[src/rtl/aes256_inv_round_ctrl.sv]
// Sequencing controller for an iterative AES inverse cipher. It walks the round
// keys NUM_ROUNDS..0 through an external combinational inverse-round datapath.
module aes256_inv_round_ctrl #(
    parameter int NUM_ROUNDS = 14
) (
    input  logic         clk,
    input  logic         rst,
    input  logic         in_valid,
    output logic         in_ready,
    input  logic [0:127] in_data,
    output logic [3:0]   key_index,
    input  logic         key_valid,
    input  logic [0:127] key_in,
    output logic [0:127] state_out,
    output logic         last_round,
    input  logic [0:127] round_result,
    output logic         out_valid,
    input  logic         out_ready,
    output logic [0:127] out_data,
    output logic         busy
);

    typedef enum logic [1:0] {
        S_IDLE  = 2'd0,
        S_INIT  = 2'd1,
        S_ROUND = 2'd2,
        S_DONE  = 2'd3
    } fsm_e;

    localparam logic [3:0]   FIRST_KEY  = 4'(NUM_ROUNDS);
    localparam logic [3:0]   FIRST_RND  = 4'(NUM_ROUNDS - 1);
    localparam logic [0:127] ZERO_BLOCK = {128{1'b0}};

    fsm_e         fsm_r, fsm_nxt_s;
    logic [3:0]   rnd_r, rnd_nxt_s;
    logic [0:127] data_r, data_nxt_s;
    logic [3:0]   key_index_r, key_index_nxt_s;
    logic         last_round_r, last_round_nxt_s;
    logic         in_ready_s, busy_s, out_valid_s;

    // State register: FSM, round counter, data block and key-request outputs.
    always_ff @(posedge clk) begin
        if (rst) begin
            fsm_r        <= S_IDLE;
            rnd_r        <= 4'd0;
            data_r       <= ZERO_BLOCK;
            key_index_r  <= 4'd0;
            last_round_r <= 1'b0;
        end else begin
            fsm_r        <= fsm_nxt_s;
            rnd_r        <= rnd_nxt_s;
            data_r       <= data_nxt_s;
            key_index_r  <= key_index_nxt_s;
            last_round_r <= last_round_nxt_s;
        end
    end

    // Next-state logic; an absent key simply holds every register (stall).
    always_comb begin
        fsm_nxt_s        = fsm_r;
        rnd_nxt_s        = rnd_r;
        data_nxt_s       = data_r;
        key_index_nxt_s  = key_index_r;
        last_round_nxt_s = last_round_r;
        case (fsm_r)
            S_IDLE: begin
                if (in_valid) begin
                    data_nxt_s       = in_data;
                    key_index_nxt_s  = FIRST_KEY;
                    last_round_nxt_s = 1'b0;
                    fsm_nxt_s        = S_INIT;
                end else begin
                    fsm_nxt_s = S_IDLE;
                end
            end
            S_INIT: begin
                if (key_valid) begin
                    data_nxt_s       = data_r ^ key_in;
                    rnd_nxt_s        = FIRST_RND;
                    key_index_nxt_s  = FIRST_RND;
                    last_round_nxt_s = (FIRST_RND == 4'd0);
                    fsm_nxt_s        = S_ROUND;
                end else begin
                    fsm_nxt_s = S_INIT;
                end
            end
            S_ROUND: begin
                if (key_valid) begin
                    data_nxt_s = round_result;
                    // The counter stops at zero; the final round leaves for DONE.
                    if (rnd_r == 4'd0) begin
                        last_round_nxt_s = 1'b0;
                        fsm_nxt_s        = S_DONE;
                    end else begin
                        rnd_nxt_s        = rnd_r - 4'd1;
                        key_index_nxt_s  = rnd_r - 4'd1;
                        last_round_nxt_s = (rnd_r == 4'd1);
                    end
                end else begin
                    fsm_nxt_s = S_ROUND;
                end
            end
            S_DONE: begin
                if (out_ready) begin
                    fsm_nxt_s = S_IDLE;
                end else begin
                    fsm_nxt_s = S_DONE;
                end
            end
            default: begin
                fsm_nxt_s        = S_IDLE;
                last_round_nxt_s = 1'b0;
            end
        endcase
    end

    // Handshake and status outputs decoded from the registered FSM state only.
    always_comb begin
        in_ready_s  = 1'b0;
        busy_s      = 1'b1;
        out_valid_s = 1'b0;
        case (fsm_r)
            S_IDLE: begin
                in_ready_s = 1'b1;
                busy_s     = 1'b0;
            end
            S_INIT, S_ROUND: begin
                busy_s = 1'b1;
            end
            S_DONE: begin
                out_valid_s = 1'b1;
            end
            default: begin
                in_ready_s  = 1'b0;
                busy_s      = 1'b0;
                out_valid_s = 1'b0;
            end
        endcase
    end

    assign in_ready   = in_ready_s;
    assign busy       = busy_s;
    assign out_valid  = out_valid_s;
    assign key_index  = key_index_r;
    assign last_round = last_round_r;
    assign state_out  = data_r;
    assign out_data   = data_r;

endmodule
[config.mk]
export PLATFORM = sky130hd
export DESIGN_NAME = aes256_inv_round_ctrl
export DESIGN_NICKNAME = d
export VERILOG_FILES = /design/src/rtl/aes256_inv_round_ctrl.sv
export SDC_FILE = /design/constraint.sdc
export NUM_CORES = 1
export LEC_CHECK = 0
export ABC_AREA = 1
export CAP_MARGIN = 15
export CORE_AREA = 5 5 251 253
export DETAILED_ROUTE_END_ITERATION = 12
export DIE_AREA = 0 0 256 258
export HOLD_SLACK_MARGIN = 0.08
export PLACE_DENSITY = 0.45
export SYNTH_ARGS = -nofsm -noshare
export SYNTH_HDL_FRONTEND = slang
export SYNTH_SLANG_ARGS = --single-unit
[constraint.sdc]
create_clock -name clk -period 3 [get_ports clk]
set_input_delay 0.45 -clock clk [delete_from_list [all_inputs] [get_ports clk]]
set_output_delay 0.45 -clock clk [all_outputs]
set_load 0.02 [all_outputs]
==> metrics.csv <==
metric,value,unit
status,completed,
setup.worst_path.start_class,flop,
antenna_left,0,
pre_cts_ws,397.7,ps
leakagePower,7.407,nW
syn-num-nets,2278,
fmax,386.0,MHz
synth-seq-cells,139,
worst_slack,409.6,ps
cts_tree,built,
drtPass1Iterations,5,
viasPerCell,4.180,
met3_length,3146,um
antenna_found_initial,11,
r2r_slack,410,ps
fin_crit,2590,ps
cts_made_buffers,17,
grt.overflow.total,0,
met2_length,27550,um
finalSetupViolations,0,
yosysSeqAreaShare,25.26,%
cts-root-buf,clkbuf_16,
finClkSkew,15.25,ps
grt_use_total,15.53,%
dieWidth,256,um
final_util,29.68,%
fin_crit_sh,86.35,%
dieArea,0.06605,mm^2
grt_start_max_net_pins,130,
die_h,258,um
synth_area_leader_cell,dfxtp_1,
worst_pin_slew,1097,ps
cts_resized,0,
dp_hpwl,38970,um
maxSlewViolCount,0,
clock_sinks,139,
synthDistinctLibCells,22,
crit_path_end_kind,flop,
path_class,reg2reg,
cp-endpoint,out_data[87],
fin_area,0.01805,mm^2
syn-mean-instance-area,5.861,um^2
dr.max_layer_used,met5,
row_count,91,
syn_area,0.01102,mm^2
cp.arrival,2990,ps
cts_setup_buffers,0,
first_global_vias,12930,
drt-met1-wl,22500,um
irDropWorstVdd,444.2,uV
drt_first_iter_violations,597,
ctsHoldBuffers,0,
rr_worst_depth,8,
r2r-end,out_data[87],
grt_pass1_wl,80340,um
via_count,13170,
crit_fanout,77,
slew-limit-headroom,26.87,%
htreeDepth,4,
area_growth,63.80,%
drc,0,
cp.required,3400,ps
syn-instance-count,1880,
hp-class,in2reg,
r2r-start,fsm_r[1],
drv_cap,0,
wirelength,54160,um
ys_warn_count,0,
setup_tns,0,ps
pwr_density_cell,466.7,mW/mm^2
rsz0062_at_grt,no,
hold_viol,0,
synth_top_area_share,25.26,%
start_util,18.12,%
clk_latency,490,ps
path_clk_slew,70,ps
fin_nets,2738,
coreArea,0.06080,mm^2
ctsLongestPathBuffers,2,
synth_area_leaders,"dfxtp_1 (25%), nand2_1 (18%), nand3_1 (12%)",
placed_cell_area,0.01733,mm^2
gp_congestion,0.8121,
cp-startpoint,fsm_r[1],
layout-drive-gt1-share,2.890,%
num_io_pins,653,
place.port_buffers,652,
wl_per_cell,17.19,um
[metrics by stage]
| stage | hold slack, ps | std cells | power [mW] |
|---|---|---|---|
| floorplan | 483.3 | 1880 | 4.297 |
| global placement | 490.3 | 3111 | 5.801 |
| detailed placement | 495.4 | 3111 | 5.834 |
| CTS | 441.7 | 3143 | 8.582 |
| global route | 521.7 | 3149 | 8.934 |
| finish | 489.3 | 3150 | 8.422 |
[worst min path at each step]
stage                     slack (ps)          from           end  cells past startpoint
after floorplan                  480      rnd_r[1]      rnd_r[1]                      2
after global placement           490  key_index[0]  key_index[0]                      2
after detailed placement         500  key_index[0]  key_index[0]                      2
after CTS                        440           rst  key_index[2]                      4
after global routing             520           rst      rnd_r[1]                      4
final                            490           rst  key_index[2]                      4
[final cells by class]
cell class	instances	area, um^2
fill	6697	42750
antenna	7	17.52
inverter	277	1042
tap	790	988.4
sequential	139	2783
timing repair buffer	669	6751
clock inverter	14	266.5
multi-input combinational	1236	5769
clock buffer	18	429.2
[cell usage in the layout, fill, tap and decap left out, drive strengths merged]
| master | n |
|---|---|
| clkdlybuf4s50 | 651 |
| nand2 | 542 |
| inv | 278 |
| nand3 | 266 |
| a21oi | 263 |
| dfxtp | 139 |
| or2 | 128 |
| nor2 | 19 |
| clkbuf | 18 |
| buf | 18 |
| ha | 9 |
| diode | 7 |
| bufinv | 7 |
| o21ai | 6 |
| clkinv | 5 |
| xor2 | 1 |
| nand4 | 1 |
| nor3 | 1 |
| clkinvlp | 1 |
[where the power goes]
part           switching (mW)  internal [mW]  leakage [nW]
Sequential              0.323           2.06          1.15
Clock                    1.01           1.65         0.335
Combinational            1.74           1.64          5.92
Total                    3.07           5.35          7.41
[cell usage after synthesis]
cell type  count
inv_1        271
nand2_1      542
nor2_1        18
nor2_4         1
buf_2         39
ha_1           9
buf_4        133
dfxtp_1      139
nand4_1        1
or2_1        119
buf_1          1
clkinv_1       1
o21ai_0        1
a21oi_1      263
or2_2          9
nor3_1         1
o21ai_1        5
inv_2          5
buf_6          9
clkbuf_1      46
xor2_1         1
nand3_1      266
[routing by layer]
metal / GRT usage [%] / up-vias
met5: 0 / -
met4: 4.708 / 6
met3: 4.185 / 46
met2: 27.87 / 393
met1: 18.11 / 6076
li1: - / 6647
[logic make-up after synthesis]
family	Yosys count	synth area share [%]
AO/OA/AOI/OAI	269	12.22
buffers and inverters	505	22.79
AND/OR/NAND/NOR	957	38.63
adder cells (fa/ha/maj)	9	1.022
flip-flops	139	25.26
XOR/XNOR	1	0.07951
[registers in the layout, indices dropped and copies added (netlist names)]
signal      flops
out_data      128
key_index       4
rnd_r           4
fsm_r           2
last_round      1
[critical path: stages, from the launching register on]
cell and delay [ps]:
dfxtp_1 440, inv_1 160, ha_4 310, nand2_1 140, nand2_1 90, nor2_4 120
buf_4 780, nand3_1 160, a21oi_1 170
Power figures use the tool's default switching activity.
